File: src/rtl/c7bifu_pkg.sv
// -----------------------------------------------------------------------------
// c7bifu_pkg -- shared types and constants for the instruction fetch control
// unit (c7bifu_fcu) and its helpers.
//
// Contents:
//   fcu_state_e  : fetch FSM state encoding (IDLE, REQ, WAIT, HOLD, DROP)
//   NOP_INST     : instruction substituted into the low word of a beat whose
//                  redirect target pointed at the upper word
//   FETCH_BYTES  : bytes per fetch beat (one 64-bit memory read)
//   align8()     : clears the low three address bits (beat alignment)
// -----------------------------------------------------------------------------
package c7bifu_pkg;

    typedef enum logic [2:0] {
        IDLE = 3'd0,
        REQ  = 3'd1,
        WAIT = 3'd2,
        HOLD = 3'd3,
        DROP = 3'd4
    } fcu_state_e;

    localparam logic [31:0] NOP_INST    = 32'h0340_0000;
    localparam logic [31:0] FETCH_BYTES = 32'd8;

    // Beat-aligned form of a byte address.
    function automatic logic [31:0] align8(input logic [31:0] addr);
        return {addr[31:3], 3'b000};
    endfunction

endpackage

File: src/rtl/c7bifu_fcu_if.sv
// -----------------------------------------------------------------------------
// c7bifu_fcu_if -- bus bundle between the fetch control unit, the memory read
// port and the downstream instruction queue.
//
// Signals:
//   ifu_req / ifu_req_addr / ifu_req_ack : read request handshake (aligned addr)
//   mem_rvld / mem_rdata                 : 64-bit in-order read response
//   data / data_addr / data_vld          : delivered beat towards the queue
//   iq_full                              : queue back-pressure
//
// Modports:
//   master : the fetch control unit side (drives requests and beats)
//   slave  : the memory + instruction queue side
// -----------------------------------------------------------------------------
interface c7bifu_fcu_if;

    logic        ifu_req;
    logic [31:0] ifu_req_addr;
    logic        ifu_req_ack;
    logic        mem_rvld;
    logic [63:0] mem_rdata;
    logic [31:0] data_addr;
    logic [63:0] data;
    logic        data_vld;
    logic        iq_full;

    modport master (
        output ifu_req,
        output ifu_req_addr,
        input  ifu_req_ack,
        input  mem_rvld,
        input  mem_rdata,
        output data_addr,
        output data,
        output data_vld,
        input  iq_full
    );

    modport slave (
        input  ifu_req,
        input  ifu_req_addr,
        output ifu_req_ack,
        output mem_rvld,
        output mem_rdata,
        input  data_addr,
        input  data,
        input  data_vld,
        output iq_full
    );

endinterface

File: src/rtl/c7bifu_fcu_perf.sv
// -----------------------------------------------------------------------------
// c7bifu_fcu_perf -- free-running performance counters for the fetch unit.
//
// Ports:
//   clk, resetn     : clock, asynchronous active-low reset (only clear source)
//   beat_inc        : one beat transferred to the instruction queue this cycle
//   stall_inc       : beat held in HOLD because the queue is full this cycle
//   fcu_beat_cnt    : transferred-beat count, wraps at 2^32
//   fcu_stall_cnt   : back-pressure cycle count, wraps at 2^32
//
// Instantiated by c7bifu_fcu only when C7BIFU_FCU_PERF_EN is defined.
// -----------------------------------------------------------------------------
module c7bifu_fcu_perf (
    input  logic        clk,
    input  logic        resetn,
    input  logic        beat_inc,
    input  logic        stall_inc,
    output logic [31:0] fcu_beat_cnt,
    output logic [31:0] fcu_stall_cnt
);

    logic [31:0] beat_cnt_r;
    logic [31:0] stall_cnt_r;

    // Beat counter: counts every accepted beat, wraps naturally.
    always_ff @(posedge clk or negedge resetn) begin
        if (!resetn) begin
            beat_cnt_r <= 32'd0;
        end else if (beat_inc) begin
            beat_cnt_r <= beat_cnt_r + 32'd1;
        end else begin
            beat_cnt_r <= beat_cnt_r;
        end
    end

    // Stall counter: counts HOLD cycles spent waiting on a full queue.
    always_ff @(posedge clk or negedge resetn) begin
        if (!resetn) begin
            stall_cnt_r <= 32'd0;
        end else if (stall_inc) begin
            stall_cnt_r <= stall_cnt_r + 32'd1;
        end else begin
            stall_cnt_r <= stall_cnt_r;
        end
    end

    assign fcu_beat_cnt  = beat_cnt_r;
    assign fcu_stall_cnt = stall_cnt_r;

endmodule

File: src/rtl/c7bifu_fcu.sv
// -----------------------------------------------------------------------------
// c7bifu_fcu -- instruction fetch control unit.
//
// Issues one 8-byte aligned memory read at a time, captures the 64-bit
// response and presents it to the instruction queue, then advances to the
// next beat. A flush redirects fetch to a new PC and discards any response
// still in flight. When the redirect target is the upper word of a beat the
// lower word of that beat is replaced by NOP_INST so the queue never sees the
// instruction preceding the target.
//
// Parameters:
//   RESET_PC : first fetch address after reset
//
// Ports:
//   clk, resetn     : clock, asynchronous active-low reset
//   flush, flush_pc : single-cycle redirect strobe and target (bits [1:0] ignored)
//   bus             : c7bifu_fcu_if.master (request, response, beat, back-pressure)
//   fcu_beat_cnt    : transferred beats   (only with C7BIFU_FCU_PERF_EN)
//   fcu_stall_cnt   : full-queue HOLD cycles (only with C7BIFU_FCU_PERF_EN)
//
// Configuration macro: C7BIFU_FCU_PERF_EN enables the performance counters.
// -----------------------------------------------------------------------------
module c7bifu_fcu
    import c7bifu_pkg::*;
#(
    parameter logic [31:0] RESET_PC = 32'h1c00_0000
) (
    input  logic        clk,
    input  logic        resetn,
    input  logic        flush,
    input  logic [31:0] flush_pc,
`ifdef C7BIFU_FCU_PERF_EN
    output logic [31:0] fcu_beat_cnt,
    output logic [31:0] fcu_stall_cnt,
`endif
    c7bifu_fcu_if.master bus
);

    fcu_state_e  state_r;
    fcu_state_e  state_nxt_s;
    logic [31:0] fetch_pc_r;
    logic [31:0] fetch_pc_nxt_s;
    logic        nop_r;
    logic        nop_nxt_s;
    logic        ifu_req_r;
    logic [31:0] ifu_req_addr_r;
    logic        data_vld_r;
    logic [63:0] data_r;
    logic [31:0] data_addr_r;

    logic        ack_s;
    logic        transfer_s;
    logic        load_s;
    logic        stall_s;

    assign ack_s      = ifu_req_r && bus.ifu_req_ack;
    assign transfer_s = data_vld_r && !bus.iq_full;
    assign stall_s    = (state_r == HOLD) && bus.iq_full;

    // Next-state, next fetch PC, NOP flag and response-capture decision.
    always_comb begin
        state_nxt_s    = state_r;
        fetch_pc_nxt_s = fetch_pc_r;
        nop_nxt_s      = nop_r;
        load_s         = 1'b0;
        if (flush) begin
            // Redirect wins over everything; a response already owed by the
            // memory must be swallowed in DROP before a new request issues.
            fetch_pc_nxt_s = {flush_pc[31:2], 2'b00};
            nop_nxt_s      = flush_pc[2];
            case (state_r)
                IDLE:    state_nxt_s = REQ;
                REQ:     state_nxt_s = ack_s ? DROP : REQ;
                WAIT:    state_nxt_s = bus.mem_rvld ? REQ : DROP;
                HOLD:    state_nxt_s = REQ;
                DROP:    state_nxt_s = bus.mem_rvld ? REQ : DROP;
                default: state_nxt_s = IDLE;
            endcase
        end else begin
            case (state_r)
                IDLE: begin
                    state_nxt_s = REQ;
                end
                REQ: begin
                    if (ack_s) begin
                        state_nxt_s = WAIT;
                    end else begin
                        state_nxt_s = REQ;
                    end
                end
                WAIT: begin
                    if (bus.mem_rvld) begin
                        load_s      = 1'b1;
                        state_nxt_s = HOLD;
                    end else begin
                        state_nxt_s = WAIT;
                    end
                end
                HOLD: begin
                    if (transfer_s) begin
                        fetch_pc_nxt_s = align8(fetch_pc_r) + FETCH_BYTES;
                        nop_nxt_s      = 1'b0;
                        state_nxt_s    = REQ;
                    end else begin
                        state_nxt_s = HOLD;
                    end
                end
                DROP: begin
                    if (bus.mem_rvld) begin
                        state_nxt_s = REQ;
                    end else begin
                        state_nxt_s = DROP;
                    end
                end
                default: begin
                    state_nxt_s = IDLE;
                end
            endcase
        end
    end

    // FSM state, fetch PC and NOP-substitution flag.
    always_ff @(posedge clk or negedge resetn) begin
        if (!resetn) begin
            state_r    <= IDLE;
            fetch_pc_r <= RESET_PC;
            nop_r      <= 1'b0;
        end else begin
            state_r    <= state_nxt_s;
            fetch_pc_r <= fetch_pc_nxt_s;
            nop_r      <= nop_nxt_s;
        end
    end

    // Request outputs, registered from the next state so they line up with REQ.
    always_ff @(posedge clk or negedge resetn) begin
        if (!resetn) begin
            ifu_req_r      <= 1'b0;
            ifu_req_addr_r <= 32'd0;
        end else if (state_nxt_s == REQ) begin
            ifu_req_r      <= 1'b1;
            ifu_req_addr_r <= align8(fetch_pc_nxt_s);
        end else begin
            ifu_req_r      <= 1'b0;
            ifu_req_addr_r <= ifu_req_addr_r;
        end
    end

    // Beat valid: high exactly while the FSM sits in HOLD.
    always_ff @(posedge clk or negedge resetn) begin
        if (!resetn) begin
            data_vld_r <= 1'b0;
        end else begin
            data_vld_r <= (state_nxt_s == HOLD);
        end
    end

    // Beat capture; the low word is swapped for a NOP when fetch was
    // redirected into the upper word of this beat.
    always_ff @(posedge clk or negedge resetn) begin
        if (!resetn) begin
            data_r      <= 64'd0;
            data_addr_r <= 32'd0;
        end else if (load_s) begin
            data_r      <= {bus.mem_rdata[63:32], (nop_r ? NOP_INST : bus.mem_rdata[31:0])};
            data_addr_r <= align8(fetch_pc_r);
        end else begin
            data_r      <= data_r;
            data_addr_r <= data_addr_r;
        end
    end

    assign bus.ifu_req      = ifu_req_r;
    assign bus.ifu_req_addr = ifu_req_addr_r;
    assign bus.data_vld     = data_vld_r;
    assign bus.data         = data_r;
    assign bus.data_addr    = data_addr_r;

`ifdef C7BIFU_FCU_PERF_EN
    c7bifu_fcu_perf u_perf (
        .clk           (clk),
        .resetn        (resetn),
        .beat_inc      (transfer_s),
        .stall_inc     (stall_s),
        .fcu_beat_cnt  (fcu_beat_cnt),
        .fcu_stall_cnt (fcu_stall_cnt)
    );
`else
    logic unused_perf_s;
    assign unused_perf_s = stall_s;
`endif

endmodule

File: src/flat_wrapper.sv
// flat-port wrapper written by rule: the top's interface ports become plain ports
module c7bifu_fcu_flat import c7bifu_pkg::*;
#(
    parameter logic [31:0] RESET_PC = 32'h1c00_0000
)
  (clk, resetn, flush, flush_pc, bus_ifu_req, bus_ifu_req_addr, bus_ifu_req_ack, bus_mem_rvld, bus_mem_rdata, bus_data_addr, bus_data, bus_data_vld, bus_iq_full);
  c7bifu_fcu_if bus_i ();
  input  logic clk;
  input  logic resetn;
  input  logic flush;
  input  logic [31:0] flush_pc;
  output wire logic [$bits(bus_i.ifu_req)-1:0] bus_ifu_req;
  output wire logic [$bits(bus_i.ifu_req_addr)-1:0] bus_ifu_req_addr;
  input wire logic [$bits(bus_i.ifu_req_ack)-1:0] bus_ifu_req_ack;
  input wire logic [$bits(bus_i.mem_rvld)-1:0] bus_mem_rvld;
  input wire logic [$bits(bus_i.mem_rdata)-1:0] bus_mem_rdata;
  output wire logic [$bits(bus_i.data_addr)-1:0] bus_data_addr;
  output wire logic [$bits(bus_i.data)-1:0] bus_data;
  output wire logic [$bits(bus_i.data_vld)-1:0] bus_data_vld;
  input wire logic [$bits(bus_i.iq_full)-1:0] bus_iq_full;
  assign bus_ifu_req = bus_i.ifu_req;
  assign bus_ifu_req_addr = bus_i.ifu_req_addr;
  assign bus_i.ifu_req_ack = bus_ifu_req_ack;
  assign bus_i.mem_rvld = bus_mem_rvld;
  assign bus_i.mem_rdata = bus_mem_rdata;
  assign bus_data_addr = bus_i.data_addr;
  assign bus_data = bus_i.data;
  assign bus_data_vld = bus_i.data_vld;
  assign bus_i.iq_full = bus_iq_full;
  c7bifu_fcu #(.RESET_PC(RESET_PC)) u_core (.clk(clk), .resetn(resetn), .flush(flush), .flush_pc(flush_pc), .bus(bus_i));
endmodule
File: config.mk
export PLATFORM = sky130hd
export DESIGN_NAME = c7bifu_fcu_flat
export DESIGN_NICKNAME = d
export VERILOG_FILES = /design/src/rtl/c7bifu_pkg.sv /design/src/rtl/c7bifu_fcu_if.sv /design/src/rtl/c7bifu_fcu_perf.sv /design/src/rtl/c7bifu_fcu.sv /design/src/flat_wrapper.sv
export SDC_FILE = /design/constraint.sdc
export NUM_CORES = 1
export LEC_CHECK = 0
export BUFFER_PORTS_ARGS = -buffer_cell sky130_fd_sc_hd__buf_2
export CAP_MARGIN = 20
export CORE_MARGIN = 2
export CORE_UTILIZATION = 54
export CTS_CLUSTER_DIAMETER = 200
export DETAILED_ROUTE_END_ITERATION = 16
export PLACE_DENSITY = 0.94
export SYNTH_ARGS = -nofsm -noshare
export SYNTH_HDL_FRONTEND = slang
export SYNTH_SLANG_ARGS = --single-unit
File: constraint.sdc
create_clock -name clk -period 3.4 [get_ports clk]
set_input_delay 0.34 -clock clk [delete_from_list [all_inputs] [get_ports clk]]
set_output_delay 0.34 -clock clk [all_outputs]
set_load 0.05 [all_outputs]
==> summary.md, run 1 <==
| Metric | Value |
|---|---|
| Drt initial violations | 500 |
| Inst Count DP | 1058 |
| #FFs+latches synth | between 150 and 200 |
| Max Fclk | 0.389 GHz |
| Critical path arrival | 2.89 ns |
| Routed len/inst | about 16 um |
| Via count of the routed design | just under 6k |
| Leakage power | around 4.7 nW |
| Drt first pass iters | 4 |
| Final hold vios | 0 |
| Total die area | 0.0135 sq mm |
| Layout cells sized above 1 | 33.4% |
| Final worst path period share | between 70% and 80% |
| Port Buf Inserts | approximately 220 |
| Worst-path fanout max | 14 |
| Post-synth ARST share | 100% |
| Pwr Density | between 900 and 1000 mW/mm^2 |
| Core area | ~0.012 sq mm |
| Nature of the critical path endpoint | register |
| Least-Margin Pin Slew | about 0.83 ns |
| DRC | 0 |
| Number of global-route vias before repair | 5689 |
| Finish-stage setup viols | 0 |
| Int Power | 0.00460 W |
| Total global-route track usage | between 20% and 30% |
| Main flop type after synthesis | dfrtp_1 |
| Sum Neg Setup Slack | 0 ns |
| Initial antenna violation count | 0 |
| Critical Path RT | between 3 and 4 ns |
| Final net count | 1009 |
| Worst-path clk slew | 0.06 ns |
| Number of synthesized flops with an enable pin | 0 |
| Tmin final | about 2.6 ns |
| Placement Rows | 41 |
| Area post-placement | around 0.008 sq mm |
| Net Sw Frac | between 40% and 50% |
| Avg Inst Size Synth | 9.85 sq um |
| Final Routed Wirelength | about 18000 um |
| Sequential power share | 33.2% |
| Outcome | complete, no violations |
| Sequential area share after synthesis | between 50% and 60% |
| Commonest cells after routing, fill and taps aside | nand2_1 (261), buf_2 (222), dfrtp_1 (154) |
| DP Wirelength | around 12000 um |
| Synth-to-Final Area Change | 28.0% |
| Setup WS pre-CTS | between 0.8 and 0.9 ns |
| Total clock sinks | ~160 |
| Initial cell density of the core | 54.7% |
| Syn Inst Count | between 600 and 700 |
| Count of cell types in the netlist | between 40 and 50 |
| Max_cap viols | 0 |
| Max VDD drop | around 0.57 mV |
| Crit path kind | reg -> reg |
| CTS root buf | clkbuf_16 |
| Final Cell Area | about 0.0087 sq mm |
| Synth Warn # | 0 |
| Commonest non-fill, non-tap cell in the layout | nand2_1 |
| Via density | about 5.4 |
| Fin. max-slew vios | 0 |
| Gpl congestion | between 0.8 and 0.9 |
| Largest net degree at the start of global routing | 80 |
| Antenna Nets Post-Route | 0 |
| Max-slew headroom | ~44% |
| Hold Path Class | in -> reg |
| Switching Power | between 0.003 and 0.004 W |
| CTS tree | done |
| H-tree depth | 4 |
| Die width | about 120 um |
| Final worst setup slack | approximately 0.83 ns |
| Post-CTS setup buffer count | 0 |
| CTS Buf Count | 17 |
| Clk buf depth | 2 |
| Die Span Y | around 120 um |
| Startpoint types | register |
| Fin cells | between 1k and 1.5k |
| Clock Power Share | 24.0% |
| Worst skew pair latency | approximately 0.43 ns |
| Combinational share of power | between 40 and 50% |
| RSZ-0062 raised after global routing | false |
| Final Skew | roughly 0.0070 ns |
| Syn Std Cell Area | 0.00682 sq mm |
| Remaining global-route overflow | 0 |
| First-pass GRT wire length | 27700 um |
| Top-level I/O count | around 230 |
[cell type report]
type | instances | area (sq um)
sequential | 157 | 3930
fill | 917 | 3740
multi-input combinational | 490 | 2700
timing repair buffer | 234 | 1230
clock buffer | 25 | 485
tap | 172 | 215
clock inverter | 7 | 135
inverter | 6 | 22.5
antenna | 1 | 2.50
[metal layers]
layer | global-route usage [%] | wire (um)
met1 | 32.8 | 7000
met2 | 44.8 | 8860
met3 | 6.23 | 1260
met4 | 12.1 | 556
met5 | 0 | 0
[final timing paths]
path                                      from               endpoint  slack (ns)  cells past startpoint
max reg2reg                  u_core.state_r[0]  u_core.fetch_pc_r[20]        0.83                      5
max                          u_core.state_r[0]  u_core.fetch_pc_r[20]        0.83                      5
min                          bus_mem_rdata[57]    u_core.bus.data[57]        0.11                      3
max in group asynchronous               resetn  u_core.fetch_pc_r[26]        2.05                      3
min reg2reg                u_core.bus.data[21]    u_core.bus.data[21]        0.46                      2
min in group asynchronous               resetn    u_core.bus.data[34]        0.50                      2
[synth_stat cells, types with 4 or more instances]
master	instances	area, sq um
nand4_1	10	62.6
xnor2_1	14	123
xor2_1	5	43.8
a31o_2	11	96.3
nor2b_1	5	31.3
nor4_1	7	43.8
and3_1	5	31.3
mux2i_1	5	50.1
nand3_1	17	85.1
mux2_2	26	293
nand2_1	261	980
nor2_1	13	48.8
and2_1	4	25.0
nor3_1	6	30.0
nand3b_1	30	225
inv_1	5	18.8
buf_4	6	45.0
o21ai_0	19	95.1
buf_2	4	20.0
dfrtp_1	154	3850
clkbuf_1	32	120
a22o_1	12	105
[registers in the layout, indices dropped and copies added (netlist names)]
| signal | cells |
|---|---|
| u_core.bus.data | 64 |
| u_core.bus.data_addr | 29 |
| u_core.bus.data_vld | 1 |
| u_core.bus.ifu_req | 1 |
| u_core.bus.ifu_req_addr | 29 |
| u_core.fetch_pc_r | 29 |
| u_core.nop_r | 1 |
| u_core.state_r | 3 |
[worst max-delay path: stages, from the launching register on]
cell	delay (ns)
dfrtp_1	0.42
nand3b_1	0.45
nor4_2	0.89
nand4_1	0.23
xnor2_1	0.20
mux2_2	0.28
[power groups by stage]
stage / clock [W] / sequential, W / combinational, W
4_1_cts: 0.00201 / 0.00276 / 0.00359
2_1_floorplan: 0 / 0.00450 / 0.000936
5_1_grt: 0.00210 / 0.00282 / 0.00379
3_5_place_dp: 0 / 0.00278 / 0.00357
3_3_place_gp: 0 / 0.00275 / 0.00350
6_report: 0.00200 / 0.00276 / 0.00357
[through the flow]
step,total power [W],util [%],hold WS [ns]
3_3_place_gp,0.00625,64.9,0.409
6_report,0.00833,70.0,0.107
3_5_place_dp,0.00635,64.9,0.416
4_1_cts,0.00836,70.0,0.0978
5_1_grt,0.00871,70.0,0.112
2_1_floorplan,0.00544,-,0.0444
[timing repair]
| item | CTS | global route |
|---|---|---|
| endpoints found under the hold margin | 77 | 0 |
| gates resized for setup | 0 | 0 |
| hold buffers | 1 | 0 |
[cell families (layout without fill, tap and decap cells)]
family / count (synthesis) / in the layout / share of synthesized area [%]
buffers and inverters: 50 / 272 / 3.16
XOR/XNOR: 19 / 19 / 2.44
AND/OR/NAND/NOR: 374 / 374 / 25.0
flip-flops: 157 / 157 / 57.7
multiplexers: 32 / 32 / 5.20
adder cells (fa/ha/maj): 1 / 1 / 0.184
other: 1 / 7 / 0.0550
AO/OA/AOI/OAI: 58 / 58 / 6.28
Note: power is estimated with default switching activity, not from simulation.
==> run 2: changes to the inputs <==
- CORE_UTILIZATION: 54 -> 50
- PLACE_DENSITY: 0.94 -> 0.89
- clock period: 3.4 -> 2.5 ns (I/O delays scaled with it)
==> run 2 against run 1 <==
  * Total power up 38%
  * Worst hold slack worse by 0.089 ns
  * Final cell count is 1.0% higher
  * Count of clock-buffer cells in the layout down 4
  * Via count shrank 1.5%
==> summary.md, run 2 (synthesis results as in run 1) <==
| Metric | Value |
|---|---|
| CP Buf/Inv Count | 1 (+1) |
| Finish-stage setup viols | 0 (unchanged) |
| Total die area | 0.0146 sq mm (+7.7%) |
| CTS root buf | clkbuf_16 |
| Pwr Density | 1300 mW/mm^2 (+36%) |
| Max_cap viols | 0 (unchanged) |
| Commonest cells after routing, fill and taps aside | nand2_1 (261), buf_2 (222), dfrtp_1 (154) |
| Max reg flops | 64 (unchanged) |
| CP max stage delay | 0.52 ns (-0.37 ns) |
| Largest net degree at the start of global routing | 62 (-23%) |
| Gpl congestion | 0.835 (-0.16%) |
| Final Routed Wirelength | 17500 um (-0.84%) |
| Total global-route track usage | 24.6% (-2.1 points) |
| Routed len/inst | 15.9 um (-1.8%) |
| Antenna Nets Post-Route | 0 (unchanged) |
| Max VDD drop | 0.736 mV (+29%) |
| Worst-path fanout max | 10 (-4) |
| Commonest non-fill, non-tap cell in the layout | nand2_1 |
| H-tree depth | 4 (unchanged) |
| CP Cell Sequence | nand2b_1 -> buf_4 -> or4_1 -> or3_1 -> a31oi_1 -> mux2_2 |
| Layout cells sized above 1 | 34.2% (+0.83 points) |
| CTS Buf Count | 17 (unchanged) |
| Worst-path cell with the longest stage delay | or4_1 |
| First-pass GRT wire length | 27900 um (+1.0%) |
| Final worst path period share | 91.2% (+15 points) |
| Leakage power | 4.70 nW (+0.94%) |
| CTS tree | done |
| Die Span Y | 121 um (+3.8%) |
| Final net count | 1016 (+0.69%) |
| Remaining global-route overflow | 0 (unchanged) |
| Via density | 5.28 (-2.4%) |
| Tmin final | 2.28 ns (-0.294 ns) |
| Critical Path RT | 2.86 ns (-0.85 ns) |
| Via count of the routed design | 5824 (-1.5%) |
| Worst skew pair latency | 0.42 ns (about the same) |
| Final hold vios | 0 (unchanged) |
| Core area | 0.0133 sq mm (+6.7%) |
| CTS resizes | 0 (unchanged) |
| Hold Path Class | in -> reg |
| DRC | 0 (unchanged) |
| Initial cell density of the core | 51.3% (-3.4 points) |
| Number of global-route vias before repair | 5709 (+0.35%) |
| # fillers | 980 (+6.9%) |
| Critical path arrival | 2.64 ns (-0.25 ns) |
| Max Fclk | 0.439 GHz (+13%) |
| Nature of the critical path endpoint | register |
| DP Wirelength | 12100 um (-0.58%) |
| Top-level I/O count | 232 (unchanged) |
| Max-slew headroom | 41.5% (-2.9 points) |
| Least-Margin Pin Slew | 0.878 ns (+0.0431 ns) |
| Drt first pass iters | 5 (+1) |
| Placement Rows | 42 (+2.4%) |
| Tot Pwr | 0.0115 W (+38%) |
| Outcome | complete, no violations |
| Fin. max-slew vios | 0 (unchanged) |
| Port Buf Inserts | 223 (unchanged) |
| Synth-to-Final Area Change | 29.3% |
| Sum Neg Setup Slack | 0 ns (unchanged) |
| Crit path kind | reg -> reg |
| Die width | 121 um (+3.8%) |
| RSZ-0062 raised after global routing | false |
| CP delay by family, top | simple AND/OR/NAND/NOR gates |
| Final Skew | 0.00613 ns (-0.000889 ns) |
| Total clock sinks | 157 (unchanged) |
| Initial antenna violation count | 1 (+1) |
| Clk buf depth | 2 (unchanged) |
| Drt initial violations | 433 (-13%) |
| Worst-path clk slew | 0.06 ns (about the same) |
| Startpoint types | register |
==> run 2: area by class of cell <==
class	instances	area [sq um]	share of cell area, %
Antenna cell	1	2.50	0.0284
Clock buffer	21	460	5.23
Clock inverter	11	189	2.14
Inverter	6	22.5	0.256
Multi-Input combinational cell	490	2700	30.6
Sequential cell	157	3930	44.6
Tap cell	176	220	2.50
Timing Repair Buffer	241	1280	14.6
==> run 2: path summary, 6_finish.rpt <==
path / slack (ns) / to / cells after the start / startpoint
min in group asynchronous: 0.34 / u_core.bus.data[52] / 2 / resetn
worst max register to register: 0.22 / u_core.bus.ifu_req_addr[13] / 6 / u_core.state_r[2]
max in group asynchronous: 1.45 / u_core.bus.data[49] / 3 / resetn
worst max-delay path: 0.22 / u_core.bus.ifu_req_addr[13] / 6 / u_core.state_r[2]
worst min register to register: 0.46 / u_core.bus.data[31] / 2 / u_core.bus.data[31]
worst min-delay path: 0.02 / u_core.bus.data[60] / 3 / bus_mem_rdata[60]
==> run 2: layer usage <==
| metal | global-route usage, % | vias up | routed length [um] |
|---|---|---|---|
| met5 | 0 | - | 0 |
| met4 | 11.0 | 0 | 420 |
| met3 | 6.42 | 37 | 1260 |
| met2 | 40.7 | 256 | 8600 |
| met1 | 30.2 | 2787 | 7250 |
| li1 | - | 2744 | - |
==> run 2: stage by stage <==
step	util [%]	hold slack [ns]	instance area, sq um	cells	worst slack, ns
3_3_place_gp	61.3	0.229	8150	1069	0.320
3_5_place_dp	61.3	0.232	8150	1069	0.302
2_1_floorplan	-	-0.0456	6830	697	0.231
4_1_cts	66.3	0.00663	8810	1102	0.234
5_1_grt	66.3	0.0111	8810	1103	0.105
6_report	66.3	0.0181	8810	1103	0.220
==> run 2: report_power, final <==
| group | internal (W) | switching, W |
|---|---|---|
| Clock | 0.00182 | 0.000995 |
| Combinational | 0.00124 | 0.00364 |
| Sequential | 0.00330 | 0.000463 |
==> run 2: timing repair <==
item                                    4_1_cts  5_1_grt
setup buffers                                 0        0
endpoints found under the setup margin        0        0
hold buffers                                  1        0
hold endpoints to repair                     48        0
==> run 2: worst register-to-register path, stage by stage (launching register included) <==
cell and delay, ns:
dfrtp_1 0.47, nand2b_1 0.27, buf_4 0.21, or4_1 0.52, or3_1 0.34, a31oi_1 0.23
mux2_2 0.18
==> run 3: changes to the inputs <==
- PLACE_DENSITY: 0.89 -> 0.8
==> run 3 against run 2 <==
  * Worst setup slack better by 0.099 ns
  * Critical path depth rose by 1
  * Total power fell by 3.2%
  * Utilization shrank 0.35 points
  * Clock skew is 0.0095 ns higher
  * Count of clock-buffer cells in the layout grew 1
  * Clock power down 11%
  * Sequential power about the same
  * Register-to-register slack better by 0.099 ns
  * Critical path type unchanged
  * Critical endpoint is now u_core.fetch_pc_r[23]
  * Largest power group unchanged
==> summary.md, run 3 (synthesis results as in run 1) <==
| Metric | Value |
|---|---|
| CP Cell Sequence | nand3b_1 -> buf_4 -> nor4_4 -> buf_4 -> nand4_1 -> xnor2_1 -> mux2_2 |
| Final worst path period share | 87.2% (-4.0 points) |
| Fin. max-slew vios | 0 (unchanged) |
| Sum Neg Setup Slack | 0 ns (unchanged) |
| First-pass GRT wire length | 27000 um (-3.2%) |
| CTS tree | done |
| CTS Buf Count | 17 (unchanged) |
| Switching Power | 0.00504 W (-1.2%) |
| H-tree depth | 4 (unchanged) |
| Die Span Y | 121 um (unchanged) |
| Final Routed Wirelength | 17000 um (-3.1%) |
| Crit path kind | reg -> reg |
| Clock Power Share | 22.5% (-2.1 points) |
| Critical Path RT | 2.81 ns (-0.05 ns) |
| Pwr Density | 1270 mW/mm^2 (-2.6%) |
| Tmin final | 2.18 ns (-0.0990 ns) |
| CP max stage delay | 0.43 ns (-0.09 ns) |
| Antenna Nets Post-Route | 0 (unchanged) |
| Least-Margin Pin Slew | 0.883 ns (+0.00495 ns) |
| Placement Rows | 42 (unchanged) |
| Initial cell density of the core | 51.3% (unchanged) |
| Gpl congestion | 0.846 (+1.4%) |
| R2R setup slack | 0.32 ns (+0.10 ns) |
| Max-slew headroom | 41.2% (-0.33 points) |
| Final Util | 65.9% (-0.35 points) |
| Worst Hold Depth | 3 (unchanged) |
| DRC | 0 (unchanged) |
| Clk buf depth | 2 (unchanged) |
| Via count of the routed design | 5697 (-2.2%) |
| Final Skew | 0.0156 ns (+0.00946 ns) |
| Final net count | 1016 (unchanged) |
| Core area | 0.0133 sq mm (unchanged) |
| Outcome | complete, no violations |
| CP Buf/Inv Count | 2 (+1) |
| Layout cells sized above 1 | 34.1% (-0.11 points) |
| Max Fclk | 0.459 GHz (+4.5%) |
| Max reg flops | 64 (unchanged) |
| Synth-to-Final Area Change | 28.6% |
| Worst-path fanout max | 11 (+1) |
| Top-level I/O count | 232 (unchanged) |
| Grt met2 use | 39.1% (-1.6 points) |
| Combinational share of power | 43.8% (+1.2 points) |
| Final hold vios | 0 (unchanged) |
| Total die area | 0.0146 sq mm (unchanged) |
| Via density | 5.17 (-2.2%) |
| Commonest non-fill, non-tap cell in the layout | nand2_1 |
| Total clock sinks | 157 (unchanged) |
| Most used cell, CP | buf_4 |
| Finish-stage setup viols | 0 (unchanged) |
| Hold Path Class | in -> reg |
| Critical path arrival | 2.49 ns (-0.15 ns) |
| Max VDD drop | 0.827 mV (+12%) |
| Largest net degree at the start of global routing | 68 (+9.7%) |
| RSZ-0062 raised after global routing | false |
| Grt met1 use | 31.0% (+0.79 points) |
| GR Util met3 | 5.42% (-0.99 points) |
| Leakage power | 4.66 nW (-0.79%) |
| Sequential power share | 33.7% (+0.9 points) |
| Remaining global-route overflow | 0 (unchanged) |
| Worst skew pair latency | 0.42 ns (about the same) |
| CP delay by family, top | simple AND/OR/NAND/NOR gates |
| Routed len/inst | 15.4 um (-3.1%) |
| Cells on worst reg2reg path | 7 (+1) |
| Gr busiest metal | met2 |
| Total global-route track usage | 23.8% (-0.73 points) |
| Nature of the critical path endpoint | register |
| Initial antenna violation count | 1 (unchanged) |
| Post-CTS setup buffer count | 0 (unchanged) |
| Worst-path cell with the longest stage delay | dfrtp_1 |
| Drt initial violations | 350 (-19%) |
| Final Cell Area | 0.00877 sq mm (-0.53%) |
| Max_cap viols | 0 (unchanged) |
| Area post-placement | 0.00818 sq mm (+0.31%) |
| Worst flop-to-flop path startpoint | u_core.state_r[0] |
| Worst-path clk slew | 0.06 ns (about the same) |
| Startpoint types | register |
| Drt first pass iters | 5 (unchanged) |
| Die width | 121 um (unchanged) |
| Net Sw Frac | 45.4% (+0.88 points) |
| Tot Pwr | 0.0111 W (-3.2%) |
| Number of global-route vias before repair | 5483 (-4.0%) |
| Endpoint, Worst Hold | u_core.bus.data[62] |
| DP Wirelength | 12100 um (-0.59%) |
| Commonest cells after routing, fill and taps aside | nand2_1 (261), buf_2 (222), dfrtp_1 (154) |
| Hold path start | bus_mem_rdata[62] |
| CTS root buf | clkbuf_16 |
| Port Buf Inserts | 223 (unchanged) |
| Crit Reg-Reg Endpoint | u_core.fetch_pc_r[23] |
| Int Power | 0.00606 W (-4.7%) |
-- run 3: cell count changes in the layout (fill, tap and decap cells not counted), sizes merged --
cell / change
inv: +1
bufinv: -3
clkinv: -1
clkbuf: +1
clkinvlp: +2
-- run 3: what timing repair did --
action / 4_1_cts / 5_1_grt
endpoints found under the hold margin: 62 / 0
gates resized for setup: 0 / 0
hold buffers: 1 / 0
-- run 3: layer usage --
| layer | vias up | share of wire, % |
|---|---|---|
| met4 | 0 | 1.9 |
| met3 | 23 | 6.3 |
| li1 | 2751 | - |
| met5 | - | 0 |
| met1 | 2688 | 43 |
| met2 | 235 | 48 |
-- run 3: final cells by class --
class | count | area [sq um]
tap | 176 | 220
inverter | 6 | 22.5
timing repair buffer | 241 | 1310
fill | 1075 | 4530
sequential | 157 | 3930
clock buffer | 22 | 464
clock inverter | 10 | 114
antenna | 1 | 2.50
multi-input combinational | 490 | 2700
-- run 3: worst max-delay path by stage --
stage / from / cells past startpoint / endpoint / slack [ns]
2_1_floorplan: u_core.bus.data_vld / 6 / u_core.fetch_pc_r[20] / 0.23
3_3_place_gp: u_core.state_r[0] / 7 / u_core.fetch_pc_r[31] / 0.35
3_5_place_dp: u_core.state_r[0] / 7 / u_core.fetch_pc_r[31] / 0.31
4_1_cts: u_core.state_r[0] / 7 / u_core.fetch_pc_r[23] / 0.30
5_1_grt: u_core.state_r[0] / 7 / u_core.fetch_pc_r[31] / 0.21
6_report: u_core.state_r[0] / 7 / u_core.fetch_pc_r[23] / 0.32
-- run 3: worst register-to-register path: cells and delay by family, from the launching register on --
kind,cells,cell delay (ns)
simple gates,3,0.72
buf+inv,2,0.45
flops,1,0.43
mux,1,0.28
xor+xnor,1,0.19
-- run 3: power by group through the flow --
stage	combinational [W]	sequential (W)	clock (W)
global route	0.00514	0.00383	0.00266
detailed placement	0.00488	0.00377	0
CTS	0.00490	0.00374	0.00255
floorplan	0.00127	0.00612	0
global placement	0.00482	0.00375	0
finish	0.00486	0.00374	0.00250
-- run 3: stage by stage --
step                      hold WS [ns]  instances  worst slack (ns)
after floorplan                -0.0456        697             0.231
after detailed placement         0.296       1069             0.314
after global routing            0.0228       1103             0.211
after global placement           0.295       1069             0.348
final                           0.0258       1103             0.319
after CTS                      0.00909       1102             0.298
